--- config.mk ---
export PLATFORM = sky130hd
export DESIGN_NAME = median_stream_flat
export DESIGN_NICKNAME = d
export VERILOG_FILES = /design/src/rtl/median_stream_if.sv /design/src/rtl/median_stream.sv /design/src/flat_wrapper.sv
export SDC_FILE = /design/constraint.sdc
export NUM_CORES = 1
export LEC_CHECK = 0
export ABC_AREA = 1
export BUFFER_PORTS_ARGS = -buffer_cell sky130_fd_sc_hd__buf_2
export CORE_AREA = 2 2 84 86
export DETAILED_ROUTE_END_ITERATION = 10
export DIE_AREA = 0 0 86 88
export PLACE_DENSITY = 0.78
export RECOVER_POWER = 100
export SETUP_SLACK_MARGIN = 0.3
export SLEW_MARGIN = 0
export SYNTH_ARGS = -nofsm -noshare
export SYNTH_HDL_FRONTEND = slang
export SYNTH_SLANG_ARGS = --single-unit
--- constraint.sdc ---
create_clock -name clk -period 7.31 [get_ports clk]
set_input_delay 0.731 -clock clk [delete_from_list [all_inputs] [get_ports clk]]
set_output_delay 0.731 -clock clk [all_outputs]
set_load 0.1 [all_outputs]
--- src/rtl/median_stream_if.sv ---
// median_stream_if: sample-in / median-out valid-ready channels for median_stream.
// The slave modport is the filter's view; the master modport is the source/sink view.
interface median_stream_if #(
  parameter int WIDTH = 8
);
  logic             in_valid;
  logic             in_ready;
  logic [WIDTH-1:0] in_data;
  logic             out_valid;
  logic             out_ready;
  logic [WIDTH-1:0] out_data;

  modport master (
    output in_valid,
    output in_data,
    output out_ready,
    input  in_ready,
    input  out_valid,
    input  out_data
  );

  modport slave (
    input  in_valid,
    input  in_data,
    input  out_ready,
    output in_ready,
    output out_valid,
    output out_data
  );
endinterface

--- src/rtl/median_stream.sv ---
// median_stream: streaming 3-tap median filter.
// Keeps the last three accepted samples (w0 newest .. w2 oldest) and, once the
// window is full, sorts a snapshot of it with three sequential compare-exchange
// steps (S1, S2, S3) before presenting the median on the output channel.
// Optional build macro MEDIAN_EDGE_REPLICATE_EN: the first sample after reset or
// flush fills the whole window, so every accepted sample yields a median.
module median_stream #(
  parameter int WIDTH = 8
) (
  input  logic                 clk,
  input  logic                 rst_n,
  input  logic                 flush,
  median_stream_if.slave       bus
);

  typedef enum logic [2:0] {
    IDLE = 3'd0,
    S1   = 3'd1,
    S2   = 3'd2,
    S3   = 3'd3,
    OUT  = 3'd4
  } state_t;

  state_t           state_q;
  logic [1:0]       cnt_q, cnt_d;
  logic [WIDTH-1:0] w0_q, w1_q, w2_q;
  logic [WIDTH-1:0] w0_d, w1_d, w2_d;
  logic [WIDTH-1:0] s0_q, s1_q, s2_q;
  logic [WIDTH-1:0] out_data_q;
  logic             out_valid_q;
  logic             accept;
  logic             load_sort;
  logic [WIDTH-1:0] cx_a, cx_b, cx_lo, cx_hi;

  // Swap only when the left operand is strictly larger; equal values stay put.
  function automatic logic [2*WIDTH-1:0] cmp_exch(input logic [WIDTH-1:0] a,
                                                  input logic [WIDTH-1:0] b);
    if (a > b) return {b, a};
    else       return {a, b};
  endfunction

  assign bus.in_ready  = (state_q == IDLE) && !flush;
  assign bus.out_valid = out_valid_q;
  assign bus.out_data  = out_data_q;

  assign accept    = bus.in_valid && bus.in_ready;
  assign load_sort = accept && (cnt_d == 2'd3);

  // Next window contents and fill count for this edge.
  always_comb begin
    w0_d  = w0_q;
    w1_d  = w1_q;
    w2_d  = w2_q;
    cnt_d = cnt_q;
    if (flush) begin
      cnt_d = 2'd0;
    end else if (accept) begin
`ifdef MEDIAN_EDGE_REPLICATE_EN
      if (cnt_q == 2'd0) begin
        w0_d  = bus.in_data;
        w1_d  = bus.in_data;
        w2_d  = bus.in_data;
        cnt_d = 2'd3;
      end else begin
`else
      begin
`endif
        w2_d  = w1_q;
        w1_d  = w0_q;
        w0_d  = bus.in_data;
        cnt_d = (cnt_q == 2'd3) ? 2'd3 : cnt_q + 2'd1;
      end
    end
  end

  // Select the register pair that the current sort step works on.
  always_comb begin
    cx_a = s0_q;
    cx_b = s1_q;
    if (state_q == S2) begin
      cx_a = s1_q;
      cx_b = s2_q;
    end
    {cx_lo, cx_hi} = cmp_exch(cx_a, cx_b);
  end

  // Sliding window and fill counter.
  always_ff @(posedge clk or negedge rst_n) begin
    if (!rst_n) begin
      w0_q  <= '0;
      w1_q  <= '0;
      w2_q  <= '0;
      cnt_q <= 2'd0;
    end else begin
      w0_q  <= w0_d;
      w1_q  <= w1_d;
      w2_q  <= w2_d;
      cnt_q <= cnt_d;
    end
  end

  // Sort sequencer: snapshot the window, three compare-exchange steps, then hold the median.
  always_ff @(posedge clk or negedge rst_n) begin
    if (!rst_n) begin
      state_q     <= IDLE;
      s0_q        <= '0;
      s1_q        <= '0;
      s2_q        <= '0;
      out_data_q  <= '0;
      out_valid_q <= 1'b0;
    end else if (flush) begin
      state_q     <= IDLE;
      out_valid_q <= 1'b0;
    end else begin
      case (state_q)
        IDLE: begin
          if (load_sort) begin
            s0_q    <= w0_d;
            s1_q    <= w1_d;
            s2_q    <= w2_d;
            state_q <= S1;
          end
        end
        S1: begin
          s0_q    <= cx_lo;
          s1_q    <= cx_hi;
          state_q <= S2;
        end
        S2: begin
          s1_q    <= cx_lo;
          s2_q    <= cx_hi;
          state_q <= S3;
        end
        S3: begin
          s0_q        <= cx_lo;
          s1_q        <= cx_hi;
          out_data_q  <= cx_hi;
          out_valid_q <= 1'b1;
          state_q     <= OUT;
        end
        OUT: begin
          if (bus.out_ready) begin
            out_valid_q <= 1'b0;
            state_q     <= IDLE;
          end
        end
        default: begin
          out_valid_q <= 1'b0;
          state_q     <= IDLE;
        end
      endcase
    end
  end

endmodule

--- src/flat_wrapper.sv ---
// flat-port wrapper written by rule: the top's interface ports become plain ports
module median_stream_flat 
#(
  parameter int WIDTH = 8
)
  (clk, rst_n, flush, bus_in_valid, bus_in_data, bus_out_ready, bus_in_ready, bus_out_valid, bus_out_data);
  median_stream_if #(.WIDTH(WIDTH)) bus_i ();
  input  logic clk;
  input  logic rst_n;
  input  logic flush;
  input wire logic [$bits(bus_i.in_valid)-1:0] bus_in_valid;
  input wire logic [$bits(bus_i.in_data)-1:0] bus_in_data;
  input wire logic [$bits(bus_i.out_ready)-1:0] bus_out_ready;
  output wire logic [$bits(bus_i.in_ready)-1:0] bus_in_ready;
  output wire logic [$bits(bus_i.out_valid)-1:0] bus_out_valid;
  output wire logic [$bits(bus_i.out_data)-1:0] bus_out_data;
  assign bus_i.in_valid = bus_in_valid;
  assign bus_i.in_data = bus_in_data;
  assign bus_i.out_ready = bus_out_ready;
  assign bus_in_ready = bus_i.in_ready;
  assign bus_out_valid = bus_i.out_valid;
  assign bus_out_data = bus_i.out_data;
  median_stream #(.WIDTH(WIDTH)) u_core (.clk(clk), .rst_n(rst_n), .flush(flush), .bus(bus_i));
endmodule
==> results_dict.tcl <==
set metrics [dict create \
    total_power_mw 1.732 \
    synth_top_area_share_pct 43.75 \
    clk_path_buf_depth 2 \
    rrSetupSlack_ns 2.32 \
    rows 30 \
    cts_setup_buffers 0 \
    io_pins 23 \
    r2r_cells 13 \
    worstHoldPathType "reg -> reg" \
    drive_gt1_share_pct 13.47 \
    nNetsFinal 492 \
    fmax_mhz 200.4 \
    period_needed_ns 4.990 \
    synth_commonest_cells "nand2_1 (127), dfrtp_1 (62), inv_1 (59), nand3_1 (47), o21ai_1 (30)" \
    netlist_area_mm2 0.003546 \
    synthArstFlopShare_pct 100.0 \
    coreArea_mm2 0.006644 \
    final_hold_viol_count 0 \
    antenna_found_initial 0 \
    worst-path-max-fanout 39 \
    synthCells 450 \
    failed_checks "max-capacitance violations, max-slew violations" \
    wl_per_cell_um 14.84 \
    maxCapViolations 2 \
    vdd_drop_max_mv 0.1812 \
    wirelength_um 8237 \
    drt_first_pass_iters 5 \
    ys_ff_latch 62 \
    synth-main-ff-cell "dfrtp_1" \
    crit_required_ns 7.58 \
    timing.rr.start "u_core.state_q[0]" \
    hold_buffers 0 \
    antenna_left 0 \
    drc 0 \
    fp.dieW_um 86 \
    synth.distinct_cells 35 \
    ys_seq_area_share_pct 43.75 \
    rsz0062_at_grt "false" \
    ys_warn_count 0 \
    r2r-end "u_core.s2_q[0]" \
    cts_resized 0 \
    root_buffer "clkbuf_8" \
    powerDensity_mw_per_mm2 455.9 \
    cts_buffers 9 \
    cp-start-kind "flip-flop" \
    antenna_cells 0 \
    slew_headroom_pct -115.8 \
    grt_pass1_wl_um 14040 \
    grt_pass1_vias 3043 \
    tritoncts "built" \
    overflow 0 \
    die_area_mm2 0.007568 \
    clk_latency_ns 0.35 \
    drv_slew 103 \
    htree_levels 3 \
    synth_top_cell_by_area "dfrtp_1" \
    critPathLaunch "u_core.state_q[0]" \
    dp_hpwl_um 5828 \
    grt_max_degree 63 \
    clock-sinks 62 \
    die_y_um 88 \
    worst_pin_slew_ns 3.238 \
    synth_area_leaders "dfrtp_1 (44%), nand2_1 (13%), nand3_1 (6.6%), inv_1 (6.2%), o21ai_1 (4.2%)" \
    clk_pin_slew_ns 0.07 \
    start_util_pct 53.37 \
    setup_viol 0 \
    portBuffers 22 \
    endpoint "u_core.s2_q[0]" \
    synth.most_common_cell "nand2_1" \
    drt_iter0_markers 177 \
    finClkSkew_ns 0.004908 \
    viasPerCell 5.524 \
    synth_edf_count 0 \
    syn_nets 471 \
    vias 3066 \
    status "finished, violations left" \
    period_share_pct 68.26 \
    area_delta_synth_final_pct 7.128 \
    grtUsageTotal_pct 24.01 \
    holdCritStartpoint "u_core.bus.out_valid" \
    critPathKind "reg -> reg" \
    gp_congestion 0.9865 \
    crit_arrival_ns 5.26 \
    p_leak_nw 1.938 \
    avgSynthCellArea_um2 7.880 \
    setup.worst_path.end_class "flip-flop" \
    tns_ns 0 \
]
[cells by family (layout without fill, tap and decap cells)]
kind of cell | after synthesis | count (layout) | synth area share (%)
AO/OA/AOI/OAI | 93 | 93 | 15.63
adder cells (fa/ha/maj) | 8 | 8 | 2.823
buffers and inverters | 80 | 105 | 10.27
flip-flops | 62 | 62 | 43.75
AND/OR/NAND/NOR | 207 | 207 | 27.52
[cell type report]
type	instances	area (um^2)
Timing Repair Buffer	24	107.6
Fill cell	641	2845
Multi-Input combinational cell	308	1564
Tap cell	80	100.1
Clock buffer	11	131.4
Clock inverter	4	72.57
Inverter	66	271.5
Sequential cell	62	1551
[worst min-delay path by stage]
stage                                  end  slack (ns)  depth (start not counted)
finish                u_core.bus.out_valid        0.47                          2
global route          u_core.bus.out_valid        0.52                          2
CTS                   u_core.bus.out_valid        0.47                          2
detailed placement    u_core.bus.out_valid        0.45                          2
global placement      u_core.bus.out_valid        0.45                          2
floorplan           u_core.bus.out_data[0]        0.44                          0
[registers in the layout (all words and copies together), names as in the netlist]
name                  count
u_core.bus.out_data       8
u_core.s0_q               8
u_core.s1_q               8
u_core.s2_q               8
u_core.w0_q               8
u_core.w1_q               8
u_core.w2_q               8
u_core.state_q            3
u_core.cnt_q              2
u_core.bus.out_valid      1
[metal layers]
metal | vias to the layer above | wire, um | part of all wire [%] | global-route usage [%]
met5 | - | 0 | 0 | 0
met4 | 0 | 275 | 3.3 | 11.83
met3 | 26 | 465 | 5.6 | 3.205
met2 | 126 | 3979 | 48 | 40.38
met1 | 1435 | 3517 | 43 | 30.61
li1 | 1479 | - | - | -
[placed cells by master (no fill, tap or decap), types with 9 or more instances in the layout]
cell type,instances
a21oi_1,20
o21ai_0,39
dfrtp_1,62
clkbuf_8,9
nand3_1,49
clkbuf_1,14
o21ai_1,18
nand2_1,128
inv_1,60
buf_2,11
[where the power goes]
part	internal (mW)	total, mW	switching, mW	leakage, nW
logic	0.234	0.878	0.644	1.08
registers	0.467	0.533	0.0667	0.755
clock network	0.190	0.320	0.131	0.0994
[critical path, stage by stage (launching register included)]
cell	delay, ns
dfrtp_1	0.49
inv_1	0.14
nand3_1	1.05
o21ai_0	0.91
inv_1	0.10
ha_1	0.32
nand2_1	0.07
nor2_1	0.19
nand2_1	0.08
nand2_1	0.43
nand2_1	0.51
nand2_1	0.28
a21oi_1	0.11
o21ai_0	0.22
[per-stage QoR]
| step | instances | setup slack (ns) | utilization, % | hold slack, ns | area [um^2] |
|---|---|---|---|---|---|
| finish | 555 | 2.320 | 57.18 | 0.4697 | 3799 |
| detailed placement | 540 | 3.428 | 55.42 | 0.4528 | 3682 |
| floorplan | 450 | 4.343 | - | 0.4354 | 3546 |
| global placement | 540 | 3.631 | 55.42 | 0.4526 | 3682 |
| global route | 555 | 1.877 | 57.18 | 0.5197 | 3799 |
| CTS | 555 | 3.383 | 58.49 | 0.4692 | 3886 |
Note: power is estimated with default switching activity, not from simulation.
